--- config.mk ---
export PLATFORM = sky130hd
export DESIGN_NAME = round_scorer
export DESIGN_NICKNAME = d
export VERILOG_FILES = /design/src/rtl/game_pkg.sv /design/src/rtl/lead_check.sv /design/src/rtl/round_scorer.sv
export SDC_FILE = /design/constraint.sdc
export NUM_CORES = 1
export LEC_CHECK = 0
export ABC_AREA = 1
export BUFFER_PORTS_ARGS = -buffer_cell sky130_fd_sc_hd__buf_2
export CAP_MARGIN = 5
export CORE_MARGIN = 3
export CORE_UTILIZATION = 48
export DETAILED_ROUTE_END_ITERATION = 8
export HOLD_SLACK_MARGIN = 0.02
export MAX_ROUTING_LAYER = met4
export PLACE_DENSITY_LB_ADDON = 0.3
export REMOVE_ABC_BUFFERS = 1
export SLEW_MARGIN = 20
export SYNTH_ARGS = -nofsm -noshare
export SYNTH_HDL_FRONTEND = slang
export SYNTH_SLANG_ARGS = --single-unit
--- constraint.sdc ---
create_clock -name clk -period 2.5 [get_ports clk]
set_clock_uncertainty 0.1 [all_clocks]
set_input_delay 0 -clock clk [delete_from_list [all_inputs] [get_ports clk]]
set_output_delay 0 -clock clk [all_outputs]
set_load 0.005 [all_outputs]
--- src/rtl/game_pkg.sv ---
// Shared types and constants for the round scorer and its lead checker.
package game_pkg;

  localparam int unsigned CNT_W          = 4;
  localparam int unsigned MAX_ROUNDS_DEF = 8;

  localparam logic [1:0] RES_DRAW = 2'b00;
  localparam logic [1:0] RES_P1   = 2'b01;
  localparam logic [1:0] RES_P2   = 2'b10;
  localparam logic [1:0] RES_BAD  = 2'b11;

  localparam logic [1:0] WIN_NONE = 2'b00;
  localparam logic [1:0] WIN_TIE  = 2'b01;
  localparam logic [1:0] WIN_P1   = 2'b10;
  localparam logic [1:0] WIN_P2   = 2'b11;

  typedef enum logic [1:0] {
    IDLE = 2'd0,
    PLAY = 2'd1,
    OVER = 2'd2
  } state_t;

endpackage

--- src/rtl/lead_check.sv ---
// Combinational end-of-game test on post-update counts: round limit,
// unassailable lead, and the winner code a game ending now would latch.
module lead_check
  import game_pkg::*;
#(
  parameter int unsigned MAX_ROUNDS = MAX_ROUNDS_DEF
) (
  input  logic [CNT_W-1:0] i_win,
  input  logic [CNT_W-1:0] i_lose,
  input  logic [CNT_W-1:0] i_round,
  output logic             o_limit_hit,
  output logic             o_early_hit,
  output logic [1:0]       o_winner
);

  localparam int unsigned    EXT_W   = CNT_W + 1;
  localparam logic [CNT_W-1:0] MAX_CNT = CNT_W'(MAX_ROUNDS);

  logic [EXT_W-1:0] w_remain;
  logic [EXT_W-1:0] w_win_ext;
  logic [EXT_W-1:0] w_lose_ext;

  // round never exceeds MAX_CNT, so the remaining count is non-negative
  assign w_remain   = EXT_W'(MAX_CNT - i_round);
  assign w_win_ext  = EXT_W'(i_win);
  assign w_lose_ext = EXT_W'(i_lose);

  assign o_limit_hit = (i_round == MAX_CNT);
  assign o_early_hit = (w_win_ext > (w_lose_ext + w_remain)) ||
                       (w_lose_ext > (w_win_ext + w_remain));

  always_comb begin
    o_winner = WIN_TIE;
    if (i_win > i_lose) begin
      o_winner = WIN_P1;
    end else if (i_lose > i_win) begin
      o_winner = WIN_P2;
    end
  end

endmodule

--- src/rtl/round_scorer.sv ---
// Accumulates per-round results over a valid/ready handshake and declares
// game over on the round limit or, optionally, on an unassailable lead.
module round_scorer
  import game_pkg::*;
#(
  parameter int unsigned MAX_ROUNDS = MAX_ROUNDS_DEF,
  parameter bit          EARLY_END  = 1'b0
) (
  input  logic             clk,
  input  logic             rst_n,
  input  logic             start,
  input  logic             res_valid,
  output logic             res_ready,
  input  logic [1:0]       res_code,
  output logic [CNT_W-1:0] round,
  output logic [CNT_W-1:0] win,
  output logic [CNT_W-1:0] lose,
  output logic             game_over,
  output logic [1:0]       winner,
  output logic             err
);

  state_t           r_state, w_state_nxt;
  logic [CNT_W-1:0] r_round, r_win, r_lose;
  logic [CNT_W-1:0] w_round_nxt, w_win_nxt, w_lose_nxt;
  logic [CNT_W-1:0] w_round_upd, w_win_upd, w_lose_upd;
  logic [1:0]       r_winner, w_winner_nxt, w_winner_cmp;
  logic             r_err, w_err_nxt;
  logic             r_res_ready, r_game_over;
  logic             w_accept, w_count, w_limit_hit, w_early_hit, w_end;

  // start drops any result presented in the same cycle
  assign w_accept = (r_state == PLAY) && res_valid && !start;
  assign w_count  = w_accept && (res_code != RES_BAD);

  assign w_round_upd = r_round + CNT_W'(w_count);
  assign w_win_upd   = r_win   + CNT_W'(w_count && (res_code == RES_P1));
  assign w_lose_upd  = r_lose  + CNT_W'(w_count && (res_code == RES_P2));

  lead_check #(
    .MAX_ROUNDS (MAX_ROUNDS)
  ) u_lead_check (
    .i_win       (w_win_upd),
    .i_lose      (w_lose_upd),
    .i_round     (w_round_upd),
    .o_limit_hit (w_limit_hit),
    .o_early_hit (w_early_hit),
    .o_winner    (w_winner_cmp)
  );

  assign w_end = w_limit_hit || (EARLY_END && w_early_hit);

  // Next-state and next-output logic
  always_comb begin
    w_state_nxt  = r_state;
    w_round_nxt  = r_round;
    w_win_nxt    = r_win;
    w_lose_nxt   = r_lose;
    w_winner_nxt = r_winner;
    w_err_nxt    = 1'b0;
    if (start) begin
      w_state_nxt  = PLAY;
      w_round_nxt  = '0;
      w_win_nxt    = '0;
      w_lose_nxt   = '0;
      w_winner_nxt = WIN_NONE;
    end else begin
      case (r_state)
        IDLE: begin
          w_state_nxt = IDLE;
        end
        PLAY: begin
          w_round_nxt = w_round_upd;
          w_win_nxt   = w_win_upd;
          w_lose_nxt  = w_lose_upd;
          w_err_nxt   = w_accept && (res_code == RES_BAD);
          if (w_count && w_end) begin
            w_state_nxt  = OVER;
            w_winner_nxt = w_winner_cmp;
          end
        end
        OVER: begin
          w_state_nxt = OVER;
        end
        default: begin
          w_state_nxt = IDLE;
        end
      endcase
    end
  end

  always_ff @(posedge clk or negedge rst_n) begin
    if (!rst_n) begin
      r_state     <= IDLE;
      r_round     <= '0;
      r_win       <= '0;
      r_lose      <= '0;
      r_winner    <= WIN_NONE;
      r_err       <= 1'b0;
      r_res_ready <= 1'b0;
      r_game_over <= 1'b0;
    end else begin
      r_state     <= w_state_nxt;
      r_round     <= w_round_nxt;
      r_win       <= w_win_nxt;
      r_lose      <= w_lose_nxt;
      r_winner    <= w_winner_nxt;
      r_err       <= w_err_nxt;
      r_res_ready <= (w_state_nxt == PLAY);
      r_game_over <= (w_state_nxt == OVER);
    end
  end

  assign res_ready = r_res_ready;
  assign game_over = r_game_over;
  assign round     = r_round;
  assign win       = r_win;
  assign lose      = r_lose;
  assign winner    = r_winner;
  assign err       = r_err;

endmodule

# Yosys cells after proc, flatten, opt, wreduce, memory -nomap -nowiden
# Cells that the tools add are included.
# word_totals
mem_count	0
inputBits	6
romBits	0
out_inout_bits	17
latchBits	0
mem_bits_rw	0
reg_bits	19
# classes
div_mod_pow	0
mul	0
n_lt_le_gt_ge	2
n_eq_ne	9
n_shift	0
n_reduce_logical	11
add_sub_neg	3
bitwise_logic	0
muxes	16
# op_table
cell	n
$mux 4	6
$mux 2	7
$add 4x1->4	3
$eq 2x2->1 const B	4
$gt 4x4->1	2
$logic_and 1x1->1	7
$eq 2x1->1 const B	3
$eq 4x4->1 const B	1
$pmux 2 s2	1
$reduce_bool 2->1	2
$mux 1	2
$ne 2x2->1 const B	1
$reduce_and 2->1	1
$logic_not 1->1	1

# Logic depth before layout (Yosys ltp)
# Gate-level depths: netlist (run 1).
# depth
depth_word	12
mapped_depth	18

# By module
# From an unflattened synthesis (run 1), not the netlist that was laid out.
# hier_totals
cells_unflattened	209
area_unflattened_um2	1649.1
# modules_own_cells
mod	n_inst	area_each_um2	seq_area_each_um2	cells_per_inst
round_scorer	1	998.5	475.5	112
lead_check	1	650.6	0.0	97

# Worst setup path before layout (run 1)
# OpenSTA, ideal clock, no wires.
# synth_timing
path_type	reg-to-reg
startpoint	register r_state[1]
endpoint	register r_winner[1], in the netlist winner[1]
slack_ps	75
t_arrival_ps	2207
t_required_ps	2283
path_stages_with_launch	18
path_buffers	1
setup_ps	117
path_cell_list	dfrtp_1 inv_1 ha_1 buf_6 nand2_4 nor2_4 inv_1 nor3_1 ha_1 nand3_1 xor2_1 inv_1 ha_1 nand2_1 o21ai_0 nand2_1 nand3_1 nand2_1
# synth_via
elab_chain_len	12
elab_cells_between_ends	21
cone_classes	add/sub: 3; order compare: 2; eq/ne: 2; mux: 5; reduce/logical: 9
# synth_rtl
element	line_no	text
start: declaration	round_scorer.sv:23	state_t r_state, w_state_nxt;
start signal: assignment	round_scorer.sv:103	r_state <= w_state_nxt;
$eq 2x1->1 (*)	round_scorer.sv:33, round_scorer.sv:68	
$logic_and 1x1->1 (2 in series)	round_scorer.sv:33	assign w_accept = (r_state == PLAY) && res_valid && !start;
$logic_and 1x1->1	round_scorer.sv:34	assign w_count = w_accept && (res_code != RES_BAD);
$logic_and 1x1->1, on equally long branches	round_scorer.sv:38, round_scorer.sv:37	
$add 4x1->4, on equally long branches	round_scorer.sv:38, round_scorer.sv:37	
$gt 4x4->1	lead_check.sv:36	end else if (i_lose > i_win) begin
$mux 2	lead_check.sv:36	
$mux 2	lead_check.sv:34	if (i_win > i_lose) begin
$mux 2	round_scorer.sv:77	if (w_count && w_end) begin
$mux 2	round_scorer.sv:68	case (r_state)
$mux 2	round_scorer.sv:61	if (start) begin
end signal: assignment	round_scorer.sv:107	r_winner <= w_winner_nxt;
end: declaration	round_scorer.sv:27	logic [1:0] r_winner, w_winner_nxt, w_winner_cmp;
# Every way passes the cells marked *; elsewhere a longest branch is shown, timed or not. The select of a mux whose other input is x is not followed.
# A chain may end at the register's enable or synchronous reset.

# Final worst setup path (run 1)
# Ends and elaborated chain as after synthesis.

==> run_results.csv, run 1 <==
group,metric,value,unit
timing,slew_headroom,67.5,%
synthesis,syn_inst,127,
grt,grt_max_degree,20,
synthesis,avgSynthCellArea,8.84,sq um
worst_setup_path,cpLargestDelayFamily,"adder cells",
floorplanning,start_util,53.9,%
grt,grt_pass1_wl,3910,microns
timing,min_period,2.52,ns
clocking,insertion_delay,0.30,ns
cells_and_area,final_cell_mix,"inv_1 (23), buf_2 (22), dfrtp_1 (19), nand2_1 (14), nand3_1 (11)",
run_status,violations,"setup timing",
worst_setup_path,r2r-start,"r_state[1]$_DFF_PN0_",
grt,grt-ovfl-total,0,
power_and_ir_drop,p_total,591,uW
synthesis,synth_top_family_by_area,"simple AND/OR/NAND/NOR gates",
floorplanning,die_h,54.4,microns
clocking,cts_tree,"done",
synthesis,synth-simple-area-share,21.9,%
synthesis,synth_compound_area_share,8.47,%
power_and_ir_drop,ir_drop,0.000342,V
clocking,clk_pin_slew,0.11,ns
timing,min_period_over_period,101,%
routing,wl_per_cell,12.8,microns
timing,fin_hold_ws,0.0525,ns
synthesis,synthAdderAreaFrac,13.4,%
synthesis,ys_types,24,
cells_and_area,final_nets,182,
clocking,cts_max_level,1,
timing,fmax,0.397,GHz
routing,wl_met2,1230,microns
clocking,root_buffer,"clkbuf_4",
floorplanning,ios,23,
synthesis,netlist_area,1120,sq um
grt,grt_pass1_vias,937,
floorplanning,die_w,54.4,microns
synthesis,synth-xor-area-share,3.12,%
synthesis,ys_ff_latch,19,
worst_setup_path,cp_num_buf_inv,3,
worst_setup_path,crit_arrival,2.62,ns
worst_setup_path,slowest_delay,0.40,ns
routing,route.top_layer_used,"met4",
power_and_ir_drop,p_leak,0.000785,uW
cells_and_area,syn_to_final_growth,30.4,%
routing,drt_pass1_iterations,4,
cells_and_area,fill_cells,175,
cells_and_area,drive_gt1_share,35.6,%
worst_setup_path,path_max_fanout,3,
routing,viasPerCell,4.95,
cells_and_area,diodes,0,
worst_setup_path,crit_chain,"inv_2 > ha_4 > nand2_4 > nor2_4 > inv_2 > nor3_2 > ha_2 > nand3_2 > xor2_1 > inv_1 > ha_4 > nand2_4 > o21ai_2 > nand2_1 > nand3_1 > nand2_1",
placed_design,placed_cell_area,1290,sq um
placed_design,hpwl,1630,microns
worst_setup_path,endpoint_kind,"flip-flop",
timing,setup_slack,-0.0172,ns
synthesis,yosys_warnings,0,
worst_setup_path,crit_path_top_delay_cell,"dfrtp_1",
run_status,status,"complete, but fails checks",
timing,hold_violations,0,
placed_design,gp_congestion,0.814,
worst_setup_path,critPathLaunchType,"flip-flop",
placed_design,place_inst,179,
worst_setup_path,required,2.61,ns
routing,initialDrtViolationCount,10,
timing,worst_pin_slew,0.487,ns
clocking,numCtsBuffers,3,
grt,antenna_found_initial,0,
routing,wl_met1,1110,microns
worst_setup_path,startpoint,"r_state[1]$_DFF_PN0_",
routing,routed_wl,2440,microns
floorplanning,rows,16,
synthesis,synthMuxAreaShare,0,%
placed_design,port-buffer-count,22,
cells_and_area,fin_cells,190,
synthesis,seq_area_frac_synth,42.4,%
routing,drc,0,
worst_setup_path,path_class,"flip-flop to flip-flop",
timing,setup_viol,1,
grt,grt_usage,18.5,%
flow_run,max_cap_viol_count,0,
worst_hold_path,min_path_type,"input port to asynchronous set/reset pin",
placed_design,place_ws,-0.123,ns
routing,antenna_left,0,
cells_and_area,layout_commonest_cell,"inv_1",
timing,drv_slew,0,
routing,num_vias,941,
timing,rsz0062_at_grt,"yes",
cells_and_area,stdcell_area,1460,sq um
power_and_ir_drop,power_density,403,nW/um^2
clocking,cts.path.max_buffers,2,
routing,wl_met3,76,microns
clocking,clock_sinks,19,
floorplanning,die-area,2950,sq um
floorplanning,coreArea,2080,sq um
## timing repair
item,in CTS,in global routing
setup endpoints to repair,2,3
pin swaps,1,11
buffers inserted,0,3
hold endpoints to repair,26,0
hold buffers,4,0
resized for setup,5,13
## final timing paths
path,to,slack [ns],cells after the start
max,winner[1]$_DFFE_PN0P_,-0.02,16
min,win[3]$_DFFE_PN0P_,0.05,2
max reg2reg,winner[1]$_DFFE_PN0P_,-0.02,16
min reg2reg,winner[1]$_DFFE_PN0P_,0.42,2
max in group asynchronous,r_state[1]$_DFF_PN0_,1.95,2
min in group clk,err$_DFF_PN0_,0.13,7
## synthesized netlist by cell type (all sizes together)
cell,number,area [sq um]
inv,27,101
nand2,22,120
dfrtp,19,475
ha,12,150
nand3,12,60.1
nor2,8,47.6
o21ai,6,30.0
o22ai,6,37.5
a21oi,4,20.0
buf,2,16.3
xnor2,2,17.5
xor2,2,17.5
clkinv,1,3.75
nand4,1,6.26
nor3,1,5.00
o21bai,1,7.51
or2,1,6.26
## report_power, final
group	internal (uW)	leakage [uW]	total (uW)	switching, uW
logic	45.3	0.000515	107	61.8
registers	315	0.000256	320	5.49
clock network	62.2	0.0000150	163	101
## layout make-up
type                    count  area [sq um]  share of cell area [%]
well taps                  27          33.8                    2.31
clock buffers               4          26.3                    1.79
multi-input cells          78           609                    41.6
inverters                  28           105                    7.18
flip-flops and latches     19           475                    32.5
repair buffers             34           214                    14.6
## logic make-up after synthesis
logic type      after synthesis
simple gates                 45
compound gates               17
flops                        19
buf+inv                      30
fa+ha+maj                    12
xor+xnor                      4
## per-stage QoR
stage                     TNS (ns)  utilization, %
final                      -0.0172            70.3
after global routing        -0.380            70.3
after CTS                        0            65.7
after detailed placement    -0.123            61.8
after global placement    -0.00821            61.8
after floorplan                  0               -
## registers in the layout, indices dropped and copies added (netlist names)
signal	count
err	1
game_over	1
lose	4
r_state	2
res_ready	1
round	4
win	4
winner	2
## routing by layer
metal  vias to the layer above  GRT usage, %
met5                         -             -
met4                         0          7.88
met1                       445          21.9
met2                        17          31.1
met3                         2          3.00
li1                        477             -
Note: power is estimated with default switching activity, not from simulation.
==> run 2: changes to the inputs <==
--- a/config.mk
+++ b/config.mk
@@ -9,7 +9,8 @@
 export BUFFER_PORTS_ARGS = -buffer_cell sky130_fd_sc_hd__buf_2
 export CAP_MARGIN = 5
 export CORE_MARGIN = 3
-export CORE_UTILIZATION = 48
+export CORE_UTILIZATION = 50
+export CTS_BUF_LIST = sky130_fd_sc_hd__clkbuf_4
 export DETAILED_ROUTE_END_ITERATION = 8
 export HOLD_SLACK_MARGIN = 0.02
 export MAX_ROUTING_LAYER = met4
==> run 2 against run 1 <==
Effect of this change: the run still ends with setup timing left; sequential share of layout area is 0.41 points lower; flip-flop and latch count stayed put; first-iteration DRC count is 90% higher; clock power is 7% higher; non-clock buffer count stayed put; power is 2.4% higher; cell area is 1.3% higher; core utilization is 2.3 points higher; final cell count stayed put; worst setup slack worse by 0.095 ns; highest routed layer unchanged.
==> run_results.csv, run 2 (synthesis gave the netlist of run 1 again) <==
group,metric,value,unit
placed_design,placed_cell_area,1280,sq um
grt,grt-ovfl-total,0,
timing,fin_hold_ws,0.0496,ns
routing,viasPerCell,5.20,
worst_setup_path,critPathLaunchType,"flip-flop",
clocking,cts.path.max_buffers,2,
cells_and_area,diodes,0,
floorplanning,start_util,55.0,%
grt,grt_pass1_vias,945,
routing,wl_per_cell,14.5,microns
worst_setup_path,reg2reg_slack,-0.11,ns
routing,drc,0,
clocking,root_buffer,"clkbuf_4",
timing,worst_pin_slew,0.466,ns
timing,setup_slack,-0.113,ns
placed_design,gp_congestion,0.822,
worst_setup_path,r2r-start,"r_state[1]$_DFF_PN0_",
routing,drt_pass1_iterations,4,
timing,setup_viol,2,
cells_and_area,fill_cells,150,
floorplanning,die-area,2850,sq um
floorplanning,die_w,53.4,microns
timing,slew_headroom,68.9,%
floorplanning,coreArea,2040,sq um
cells_and_area,stdcell_area,1480,sq um
power_and_ir_drop,power_density,408,nW/um^2
worst_setup_path,reg2regPathDepth,16,
worst_setup_path,cpLargestDelayFamily,"simple AND/OR/NAND/NOR gates",
placed_design,port-buffer-count,22,
cells_and_area,final_cell_mix,"inv_1 (23), buf_2 (22), dfrtp_1 (19), nand2_1 (14), nand3_1 (11)",
power_and_ir_drop,p_leak,0.000789,uW
clocking,cts_tree,"done",
timing,drv_slew,0,
worst_setup_path,path_max_fanout,3,
worst_setup_path,crit-reg2reg-capture,"winner[1]$_DFFE_PN0P_",
run_status,violations,"setup timing",
routing,initialDrtViolationCount,19,
floorplanning,ios,23,
cells_and_area,final_nets,182,
clocking,insertion_delay,0.31,ns
cells_and_area,layout_commonest_cell,"inv_1",
cells_and_area,syn_to_final_growth,32.1,%
worst_setup_path,startpoint,"r_state[1]$_DFF_PN0_",
routing,num_vias,988,
worst_setup_path,crit_path_top_delay_cell,"dfrtp_1",
timing,setup_tns,-0.204,ns
worst_setup_path,endpoint_kind,"flip-flop",
worst_hold_path,min_path_type,"input port to asynchronous set/reset pin",
clocking,clock_sinks,19,
worst_setup_path,crit_arrival,2.77,ns
worst_setup_path,required,2.66,ns
routing,routed_wl,2760,microns
clocking,cts_max_level,1,
placed_design,hpwl,1610,microns
flow_run,max_cap_viol_count,0,
timing,hold_violations,0,
clocking,clk_pin_slew,0.11,ns
worst_setup_path,cp_num_buf_inv,3,
floorplanning,rows,16,
power_and_ir_drop,ir_drop,0.000257,V
grt,grt_max_degree,20,
grt,grt_usage,19.8,%
worst_setup_path,path_class,"flip-flop to flip-flop",
worst_setup_path,crit_chain,"inv_2 > ha_4 > nand2_4 > nor2_4 > inv_2 > nor3_2 > ha_2 > nand3_2 > xor2_1 > inv_1 > ha_4 > a21oi_1 > o21ai_2 > nand2_1 > nand3_1 > nand2_1",
floorplanning,die_h,53.4,microns
timing,min_period,2.61,ns
clocking,numCtsBuffers,3,
worst_setup_path,slowest_delay,0.41,ns
grt,grt_pass1_wl,4000,microns
grt,antenna_found_initial,0,
power_and_ir_drop,p_total,605,uW
timing,fmax,0.383,GHz
cells_and_area,fin_util,72.6,%
timing,rsz0062_at_grt,"yes",
timing,min_period_over_period,105,%
routing,antenna_left,0,
run_status,status,"complete, but fails checks",
cells_and_area,drive_gt1_share,36.2,%
-- run 2: changes by cell type in the layout (fill, tap and decap cells not counted) --
| cell | previous run | this run |
|---|---|---|
| ha_4 | 4 | 5 |
| buf_4 | 7 | 6 |
| ha_1 | 7 | 6 |
| clkbuf_1 | 1 | 0 |
| dlygate4sd3_1 | 4 | 5 |
| clkbuf_4 | 3 | 4 |
-- run 2: per-stage QoR --
| step | setup slack, ns | cells |
|---|---|---|
| finish | -0.113 | 190 |
| global route | -0.247 | 190 |
| CTS | 0.0261 | 189 |
| detailed placement | -0.0461 | 178 |
| global placement | 0.0520 | 178 |
| floorplan | 0.00500 | 125 |
-- run 2: area by class of cell --
class | instances | area, sq um | share of cell area [%]
well taps | 27 | 33.8 | 2.28
repair buffers | 34 | 216 | 14.6
multi-input cells | 78 | 622 | 41.9
clock buffers | 4 | 30.0 | 2.03
inverters | 28 | 105 | 7.09
flip-flops and latches | 19 | 475 | 32.1
-- run 2: what timing repair did --
| item | 4_1_cts | 5_1_grt |
|---|---|---|
| resized for setup | 4 | 16 |
| endpoints found under the setup margin | 1 | 3 |
| endpoints found under the hold margin | 26 | 0 |
| pin swaps | 1 | 12 |
| hold buffers | 5 | 0 |
| setup buffers | 2 | 1 |
-- run 2: how the worst max path moves through the flow --
stage | to | slack, ns | cells after the start
floorplan | winner[1]$_DFFE_PN0P_ | 0.005 | 16
global placement | winner[1]$_DFFE_PN0P_ | 0.05 | 16
detailed placement | winner[1]$_DFFE_PN0P_ | -0.05 | 16
CTS | winner[1]$_DFFE_PN0P_ | 0.03 | 17
global route | winner[1]$_DFFE_PN0P_ | -0.25 | 16
finish | winner[1]$_DFFE_PN0P_ | -0.11 | 16
-- run 2: routing by layer --
layer | up-vias | wire length, microns | track usage (%)
met3 | 9 | 111 | 1.97
li1 | 478 | - | -
met5 | - | 0 | -
met4 | 0 | 65 | 10.2
met1 | 473 | 1140 | 22.5
met2 | 28 | 1440 | 34.1
-- run 2: power by group --
| part | internal, uW | switching (uW) |
|---|---|---|
| clock | 73.2 | 101 |
| combinational | 43.8 | 65.0 |
| sequential | 315 | 7.15 |
==> run 3: changes to the inputs <==
--- a/config.mk
+++ b/config.mk
@@ -9,8 +9,8 @@
 export BUFFER_PORTS_ARGS = -buffer_cell sky130_fd_sc_hd__buf_2
 export CAP_MARGIN = 5
 export CORE_MARGIN = 3
-export CORE_UTILIZATION = 50
-export CTS_BUF_LIST = sky130_fd_sc_hd__clkbuf_4
+export CORE_UTILIZATION = 48
+export CTS_BUF_LIST = sky130_fd_sc_hd__clkbuf_16
 export DETAILED_ROUTE_END_ITERATION = 8
 export HOLD_SLACK_MARGIN = 0.02
 export MAX_ROUTING_LAYER = met4
==> run 3 against run 2 <==
Effect of this change: the flow now finishes without violations; die area increased by 3.7%; flip-flop and latch count unchanged; non-clock buffer count decreased by 1; largest cell class unchanged; clock power increased by 88%; critical path type unchanged; largest power group is now clock; register-to-register slack improved by 0.12 ns.
==> run_results.csv, run 3 (synthesis gave the netlist of run 1 again) <==
group,metric,value,unit
power_and_ir_drop,internal_power,578,uW
power_and_ir_drop,pwr-share-seq,41.8,%
grt,grt_usage,19.5,%
cells_and_area,diodes,0,
cells_and_area,layout_commonest_cell,"inv_1",
timing,setup_viol,0,
timing,min_period_over_period,99.7,%
floorplanning,ios,23,
clocking,cts.path.max_buffers,2,
floorplanning,start_util,53.9,%
worst_hold_path,min_path_type,"input port to asynchronous set/reset pin",
placed_design,place_ws,-0.123,ns
timing,worst_pin_slew,0.475,ns
routing,num_vias,969,
power_and_ir_drop,power_density,501,nW/um^2
placed_design,hpwl,1630,microns
grt,grt_max_degree,20,
timing,slew_headroom,68.4,%
timing,hold_violations,0,
routing,drt_pass1_iterations,4,
clocking,insertion_delay,0.25,ns
timing,fmax,0.401,GHz
clocking,clk_pin_slew,0.06,ns
timing,drv_slew,0,
worst_setup_path,path_class,"flip-flop to flip-flop",
worst_setup_path,cp_num_buf_inv,4,
clocking,numCtsBuffers,3,
worst_setup_path,critPathLaunchType,"flip-flop",
power_and_ir_drop,ir_drop,0.000377,V
cells_and_area,final_cell_mix,"inv_1 (23), buf_2 (22), dfrtp_1 (19), nand2_1 (14), nand3_1 (10)",
floorplanning,coreArea,2080,sq um
grt,grt-ovfl-total,0,
routing,drc,0,
clocking,clock_sinks,19,
placed_design,port-buffer-count,22,
placed_design,gp_congestion,0.814,
clocking,root_buffer,"clkbuf_16",
clocking,cts_max_level,1,
worst_setup_path,path_max_fanout,3,
cells_and_area,syn_to_final_growth,36.1,%
power_and_ir_drop,p_sw,188,uW
power_and_ir_drop,clkPwrFrac,42.9,%
worst_setup_path,endpoint_kind,"flip-flop",
routing,viasPerCell,5.13,
floorplanning,die_w,54.4,microns
floorplanning,die-area,2950,sq um
worst_setup_path,crit_chain,"inv_2 > ha_4 > nand2_4 > nor2_4 > inv_2 > nor3_2 > ha_2 > nand3_2 > xor2_2 > inv_2 > ha_4 > nand2_4 > buf_6 > nor2_4 > nand2_1 > nand3_1 > nand2_1",
placed_design,place_inst,179,
flow_run,max_cap_viol_count,0,
cells_and_area,fin_cells,189,
worst_setup_path,cpLargestDelayFamily,"simple AND/OR/NAND/NOR gates",
power_and_ir_drop,p_leak,0.000816,uW
cells_and_area,drive_gt1_share,37.7,%
placed_design,placed_cell_area,1290,sq um
power_and_ir_drop,combPwrFrac,15.2,%
run_status,status,"complete, no violations",
routing,initialDrtViolationCount,9,
timing,setup_slack,0.00815,ns
floorplanning,die_h,54.4,microns
worst_setup_path,slowest_delay,0.38,ns
grt,grt_pass1_vias,932,
floorplanning,rows,16,
timing,fin_hold_ws,0.117,ns
worst_setup_path,crit_arrival,2.53,ns
grt,grt_pass1_wl,4020,microns
routing,antenna_left,0,
cells_and_area,final_nets,181,
worst_setup_path,crit_path_top_delay_cell,"dfrtp_1",
timing,min_period,2.49,ns
cells_and_area,stdcell_area,1530,sq um
worst_setup_path,required,2.54,ns
power_and_ir_drop,swShare,24.6,%
worst_setup_path,cp_common_cell,"inv_2",
grt,antenna_found_initial,0,
clocking,cts_tree,"done",
routing,routed_wl,2560,microns
routing,wl_per_cell,13.5,microns
timing,rsz0062_at_grt,"yes",
-- run 3: cell count changes in the layout (fill, tap and decap cells not counted), moves of 2 or more --
cell and delta:
clkbuf_4 -4, ha_1 +2, clkbuf_16 +3, ha_4 -2
-- run 3: routing by layer --
metal,track usage [%],up-vias,wire length [microns]
li1,-,476,-
met4,9.96,0,67
met2,31.5,22,1270
met3,3.54,9,96
met1,23.3,462,1130
met5,-,-,0
-- run 3: area by class of cell --
type	instances	area, sq um
Clock inverter	1	3.75
Tap cell	27	33.8
Inverter	28	105
Sequential cell	19	475
Fill cell	164	554
Multi-Input combinational cell	78	628
Clock buffer	3	75.1
Timing Repair Buffer	33	206
-- run 3: worst paths after layout --
path | start | end | slack (ns) | cells after the start
worst max-delay path | r_state[1]$_DFF_PN0_ | winner[1]$_DFFE_PN0P_ | 0.008 | 17
worst min-delay path | rst_n | win[3]$_DFFE_PN0P_ | 0.12 | 2
worst max register to register | r_state[1]$_DFF_PN0_ | winner[1]$_DFFE_PN0P_ | 0.008 | 17
worst min register to register | winner[1]$_DFFE_PN0P_ | winner[1]$_DFFE_PN0P_ | 0.41 | 2
max in group asynchronous | rst_n | r_state[1]$_DFF_PN0_ | 1.88 | 2
min in group clk | res_valid | err$_DFF_PN0_ | 0.20 | 7
-- run 3: repair_timing --
action,in CTS,in global routing
hold buffers,4,0
buffers inserted,0,2
endpoints found under the setup margin,2,3
endpoints found under the hold margin,22,0
pin swaps,1,12
gates resized for setup,6,18
-- run 3: power by group through the flow --
stage / sequential [uW] / combinational, uW / clock, uW
6_report: 321 / 117 / 329
3_5_place_dp: 325 / 94.1 / 0
4_1_cts: 321 / 104 / 338
5_1_grt: 322 / 132 / 347
3_3_place_gp: 325 / 90.9 / 0
2_1_floorplan: 326 / 57.9 / 0
-- run 3: through the flow --
step                      power, uW  setup TNS (ns)  util [%]
final                           766               0      73.4
after global routing            801          -0.222      73.4
after CTS                       762               0      68.7
after detailed placement        419          -0.123      61.8
after global placement          416        -0.00821      61.8
after floorplan                 384               0         -
-- run 3: worst register-to-register path: cells and delay by family, from the launching register on --
kind	cells	cell delay, ns
simple gates	9	0.71
fa+ha+maj	3	0.67
flops	1	0.38
buf+inv	4	0.31
xor+xnor	1	0.21
